`src/rtl/access_code_correlator.sv`:
```
// ============================================================================
//  Module      : access_code_correlator
//  Description : Receive-side access-code correlator. Shifts demodulated bits
//                in on the 1 us strobe, compares the last 64 bits against the
//                selected sync word and declares sync when the Hamming
//                distance is within the programmed threshold.
//  Revision    : 1.0  initial release
// ============================================================================
`default_nettype none

module access_code_correlator #(
  parameter int WIN_W    = 12,
  parameter int SYNC_LEN = 64
) (
  input  logic                clk_6M,
  input  logic                rst,
  input  logic                p_1us,
  input  logic                rxbit,
  input  logic [SYNC_LEN-1:0] syncword,
  input  logic [3:0]          corr_maxerr,
  input  logic [WIN_W-1:0]    search_win_us,
  input  logic                search_st_p,
  input  logic                search_stop,
  output logic                search_active,
  output logic                sync_found,
  output logic                rx_trailer_st_p,
  output logic                corr_timeout_p,
  output logic [6:0]          corr_errs
);

  localparam logic [6:0] C_FULL_CNT = 7'(SYNC_LEN);

  typedef enum logic [1:0] {
    ST_IDLE   = 2'd0,
    ST_SEARCH = 2'd1,
    ST_LOCKED = 2'd2
  } state_t;

  state_t              r_state;
  state_t              w_state_nx;

  logic [SYNC_LEN-1:0] r_shreg;
  logic [SYNC_LEN-1:0] w_diff;
  logic [6:0]          r_bit_cnt;
  logic [6:0]          w_bit_cnt_inc;
  logic [WIN_W-1:0]    r_win_cnt;
  logic [WIN_W-1:0]    w_win_cnt_inc;
  logic [6:0]          w_dist;
  logic [6:0]          r_dist;
  logic [6:0]          r_errs;
  logic                r_shifted;   // a new bit entered the window last edge
  logic                r_match;     // registered qualified compare
  logic                r_to_defer;  // window expired while the final compare was in flight
  logic                r_trailer;
  logic                r_timeout;
  logic                w_shift;
  logic                w_will_cmp;
  logic                w_win_hit;
  logic                w_cmp_ok;
  logic                w_timeout;

  assign w_diff        = r_shreg ^ syncword;
  assign w_bit_cnt_inc = (r_bit_cnt == C_FULL_CNT) ? r_bit_cnt : r_bit_cnt + 7'd1;
  assign w_win_cnt_inc = (&r_win_cnt) ? r_win_cnt
                                      : r_win_cnt + {{(WIN_W-1){1'b0}}, 1'b1};

  // A shift happens only on a strobe in SEARCH when no stop/restart overrides it
  assign w_shift    = (r_state == ST_SEARCH) && p_1us && !search_stop && !search_st_p;
  // This shift completes (or keeps) a full window, so a compare follows next cycle
  assign w_will_cmp = w_shift && (w_bit_cnt_inc == C_FULL_CNT);
  assign w_win_hit  = w_shift && (search_win_us != '0) && (w_win_cnt_inc == search_win_us);
  assign w_cmp_ok   = r_shifted && (r_state == ST_SEARCH) && (r_bit_cnt == C_FULL_CNT) &&
                      (w_dist <= {3'd0, corr_maxerr});
  // Window expiry fires at once unless a compare is in flight; then it waits
  // one cycle so that a match on the final bit takes precedence.
  assign w_timeout  = (r_state == ST_SEARCH) && !search_stop && !search_st_p && !r_match &&
                      ((w_win_hit && !w_will_cmp) || (r_to_defer && !w_cmp_ok));

  // Hamming distance between the received window and the expected word
  always_comb begin
    w_dist = 7'd0;
    for (int i = 0; i < SYNC_LEN; i++) begin
      w_dist = w_dist + {6'd0, w_diff[i]};
    end
  end

  // State register
  always_ff @(posedge clk_6M) begin
    if (rst) r_state <= ST_IDLE;
    else     r_state <= w_state_nx;
  end

  // Next-state logic and state-decoded status outputs
  always_comb begin
    w_state_nx    = r_state;
    search_active = 1'b0;
    sync_found    = 1'b0;
    if (search_stop) begin
      w_state_nx = ST_IDLE;
    end else if (search_st_p) begin
      w_state_nx = ST_SEARCH;
    end else begin
      case (r_state)
        ST_SEARCH: begin
          if (r_match)        w_state_nx = ST_LOCKED;
          else if (w_timeout) w_state_nx = ST_IDLE;
        end
        default: w_state_nx = r_state;
      endcase
    end
    search_active = (r_state == ST_SEARCH);
    sync_found    = (r_state == ST_LOCKED);
  end

  // Shift register, counters, compare pipeline and strobe outputs
  always_ff @(posedge clk_6M) begin
    if (rst) begin
      r_shreg    <= '0;
      r_bit_cnt  <= 7'd0;
      r_win_cnt  <= '0;
      r_shifted  <= 1'b0;
      r_match    <= 1'b0;
      r_to_defer <= 1'b0;
      r_timeout  <= 1'b0;
      r_dist     <= 7'd0;
      r_errs     <= 7'd0;
      r_trailer  <= 1'b0;
    end else begin
      r_shifted  <= w_shift;
      r_match    <= w_cmp_ok && !search_stop && !search_st_p;
      r_to_defer <= w_win_hit && w_will_cmp;
      r_timeout  <= w_timeout;
      if (r_shifted) r_dist <= w_dist;

      if (search_stop) begin
        r_trailer <= 1'b0;
        r_errs    <= 7'd0;
      end else if (search_st_p) begin
        r_shreg   <= '0;
        r_bit_cnt <= 7'd0;
        r_win_cnt <= '0;
        r_trailer <= 1'b0;
        r_errs    <= 7'd0;
      end else begin
        if (w_shift) begin
          r_shreg   <= {rxbit, r_shreg[SYNC_LEN-1:1]};
          r_bit_cnt <= w_bit_cnt_inc;
          r_win_cnt <= w_win_cnt_inc;
        end
        // Trailer rises with the lock and survives exactly one strobe
        if ((r_state == ST_SEARCH) && r_match) begin
          r_trailer <= 1'b1;
          r_errs    <= r_dist;
        end else if (r_trailer && p_1us) begin
          r_trailer <= 1'b0;
        end
      end
    end
  end

  assign rx_trailer_st_p = r_trailer;
  assign corr_timeout_p  = r_timeout;
  assign corr_errs       = r_errs;

endmodule

`default_nettype wire

```
`config.mk`:
```
export PLATFORM = sky130hd
export DESIGN_NAME = access_code_correlator
export DESIGN_NICKNAME = d
export VERILOG_FILES = /design/src/rtl/access_code_correlator.sv
export SDC_FILE = /design/constraint.sdc
export NUM_CORES = 1
export LEC_CHECK = 0
export ABC_AREA = 1
export CORE_UTILIZATION = 45
export DETAILED_ROUTE_END_ITERATION = 7
export PLACE_DENSITY = 0.68
export SYNTH_ARGS = -nofsm -noshare
export SYNTH_HDL_FRONTEND = slang
export SYNTH_SLANG_ARGS = --single-unit
```
`constraint.sdc`:
```
create_clock -name clk_6M -period 14.5 [get_ports clk_6M]
set_input_delay 2.175 -clock clk_6M [delete_from_list [all_inputs] [get_ports clk_6M]]
set_output_delay 2.175 -clock clk_6M [all_outputs]
set_load 0.05 [all_outputs]
```
==> summary.txt <==
Outcome
  – Status: complete, no violations

Cells and area
  – Commonest cells after routing, fill and taps aside: inv_1 (119), nand2_1 (116), dfxtp_1 (104), clkdlybuf4s50_1 (96), fa_1 (54)
  – Layout Area Growth over Synthesis: 21.9%
  – Nets: about 1000
  – Number of diodes: 0
  – Commonest non-fill, non-tap cell in the layout: inv_1
  – Filler Cell Count: between 1000 and 1500
  – Layout cells sized above 1: 3.68%

STA
  – Skew final: approximately 0.0074 ns
  – RSZ-0062 raised after global routing: no
  – Post-route clock period utilization: 63.3%
  – Max Freq: 0.109 GHz
  – Fin. Hold Viols: 0
  – Max_slew headroom: 20.9%
  – Final setup viols: 0
  – Setup TNS Final: 0 ns
  – Max Slew Vio Count: 0
  – Worst-margin pin slew: 1.18 ns
  – Minimum clock period: 9.18 ns

Die
  – Ports: 97
  – Width of the die: 121 um
  – Initial Utilization: 46.1%
  – Die ar.: 0.0147 mm2
  – Die height: between 100 and 150 um
  – Num rows: 43
  – Core area: approximately 0.014 mm2

Logic synthesis
  – Syn avg cell area: 8.82 um2
  – Post-synthesis sequential area ratio: 32.6%
  – Synth cell types: 31
  – Ranking of synthesized cells by area: dfxtp_1 (33%), fa_1 (17%), inv_1 (7.0%)
  – Synth area leader: dfxtp_1
  – Top cell type's share of synthesized area: 32.6%
  – Mapped Area: approximately 0.0064 mm2
  – Yosys reg bits: approximately 100
  – Cells after Synth: 725
  – Synth Net Count: 887
  – Ys Warns: 0

Clock network
  – Sink Count: 104
  – Clk slew on worst S/H paths: 0.07 ns
  – H-tree levels: 3
  – Hold_buf cts: 0
  – Longest Clk Path Bufs: 2
  – Post-CTS setup buffers: 0
  – CTS Root Cell: clkbuf_16
  – CTS tree: built
  – Clock Latency Late Sink: 0.35 ns
  – Post-CTS resize count: 0
  – Cts bufs inserted: 9

Setup path
  – Crit path arrival time: ~9.5 ns
  – Largest stage delay, worst path: 0.57 ns
  – CP Class: in -> reg
  – CP Launch Type: input pin
  – CP max FO: 5
  – Reg2Reg Depth: 31
  – CP endpoint kind: flop
  – Reg2reg start: r_shreg[0]
  – CP dominant cell by count: fa_1
  – R2R Setup Slk: 7.25 ns
  – Crit path from: syncword[0]
  – CP required: 14.78 ns
  – R2r endpoint: r_state[0]
  – Slowest cell on the critical path: fa_1

Route
  – ANT nets after route: 0
  – DRT Pass-1 Iters: 4
  – Vias/cell: 5.20
  – Vias: roughly 5200
  – DR iter-0 viols: 303
  – DRT Wirelength: 14600 um
  – Residual DRC: 0
  – Wire per inst: 14.6 um

GRT
  – First-pass GRT wire length: 24400 um
  – Initial antenna violation count: 0
  – Vias in the first global route: 5332
  – Total global-route track usage: 21.4%
  – Largest net degree at the start of global routing: 58
  – GRT Residual Overflow: 0

Worst hold path
  – Hold Startpoint: r_dist[1]
  – Hold endpoint: corr_errs[1]
  – Min-Delay Path Depth: 2
  – Hold Crit Class: reg -> reg

Placement
  – GPL Wtd Cong: 0.844
  – Hpwl dp: 11300 um
  – Number of I/O port buffers: 96

Flow run
  – MaxCap Viol Count: 0
-- layout make-up --
cell class | instances | area (um2) | share of cell area, %
Multi-Input combinational cell | 476 | 3770 | 48.3
Sequential cell | 104 | 2080 | 26.7
Timing Repair Buffer | 98 | 976 | 12.5
Inverter | 122 | 458 | 5.87
Clock buffer | 10 | 239 | 3.06
Tap cell | 180 | 225 | 2.89
Clock inverter | 6 | 51.3 | 0.658
-- kinds of logic after synthesis --
| logic type | after synthesis | share of synthesized area, % |
|---|---|---|
| flops | 104 | 32.6 |
| compound gates | 122 | 13.8 |
| xor+xnor | 72 | 9.86 |
| buf+inv | 145 | 8.70 |
| fa+ha+maj | 76 | 21.2 |
| simple gates | 206 | 13.9 |
-- cell usage after synthesis (all sizes together) --
library cell and instances:
a211oi 1, a21o 1, a21oi 19, a31o 1, a32o 44, buf 5, clkbuf 18, clkinv 2
dfxtp 104, fa 54, ha 22, inv 120, nand2 117, nand3 32, nand3b 4, nand4 7
nor2 41, nor3 4, nor4 1, o211ai 3, o21ai 26, o21bai 1, o22ai 26, xnor2 31
xor2 41
-- worst max-delay path by stage --
stage | slack (ns) | cells after the start | end
2_1_floorplan | 5.93 | 31 | r_state[0]
3_3_place_gp | 5.19 | 32 | r_state[0]
3_5_place_dp | 4.95 | 32 | r_state[0]
4_1_cts | 5.30 | 32 | r_state[0]
5_1_grt | 4.90 | 33 | r_state[0]
6_report | 5.32 | 32 | r_state[0]
-- critical path: cells and delay by family --
kind	cells	cell delay, ns
AND/OR/NAND/NOR	9	0.65
adder cells (fa/ha/maj)	10	4.77
XOR/XNOR	2	0.36
buffers and inverters	5	0.67
AO/OA/AOI/OAI	6	0.83
-- registers in the layout, indices dropped and copies added (netlist names), 2 cells and up --
name	count
corr_errs	7
r_win_cnt	12
r_bit_cnt	7
r_dist	7
r_state	2
r_shreg	64
-- metrics by stage --
stage	cells	setup WS [ns]	hold slack, ns	util [%]	instance area, um2
after global routing	996	4.90	0.485	56.2	7800
after floorplan	725	5.93	0.429	-	6400
after CTS	996	5.30	0.468	56.2	7800
final	996	5.32	0.467	56.2	7800
after global placement	980	5.19	0.455	54.1	7510
after detailed placement	980	4.95	0.460	54.1	7510
-- per-layer routing --
metal	global-route usage [%]	share of wire (%)
met5	0	0
met4	8.95	2.4
met3	3.24	4.3
met2	36.5	49
met1	27.0	44
Power is left out: the tool's default activity adds up to more than one toggle a clock period on the data nets, which glitch-free logic cannot reach.
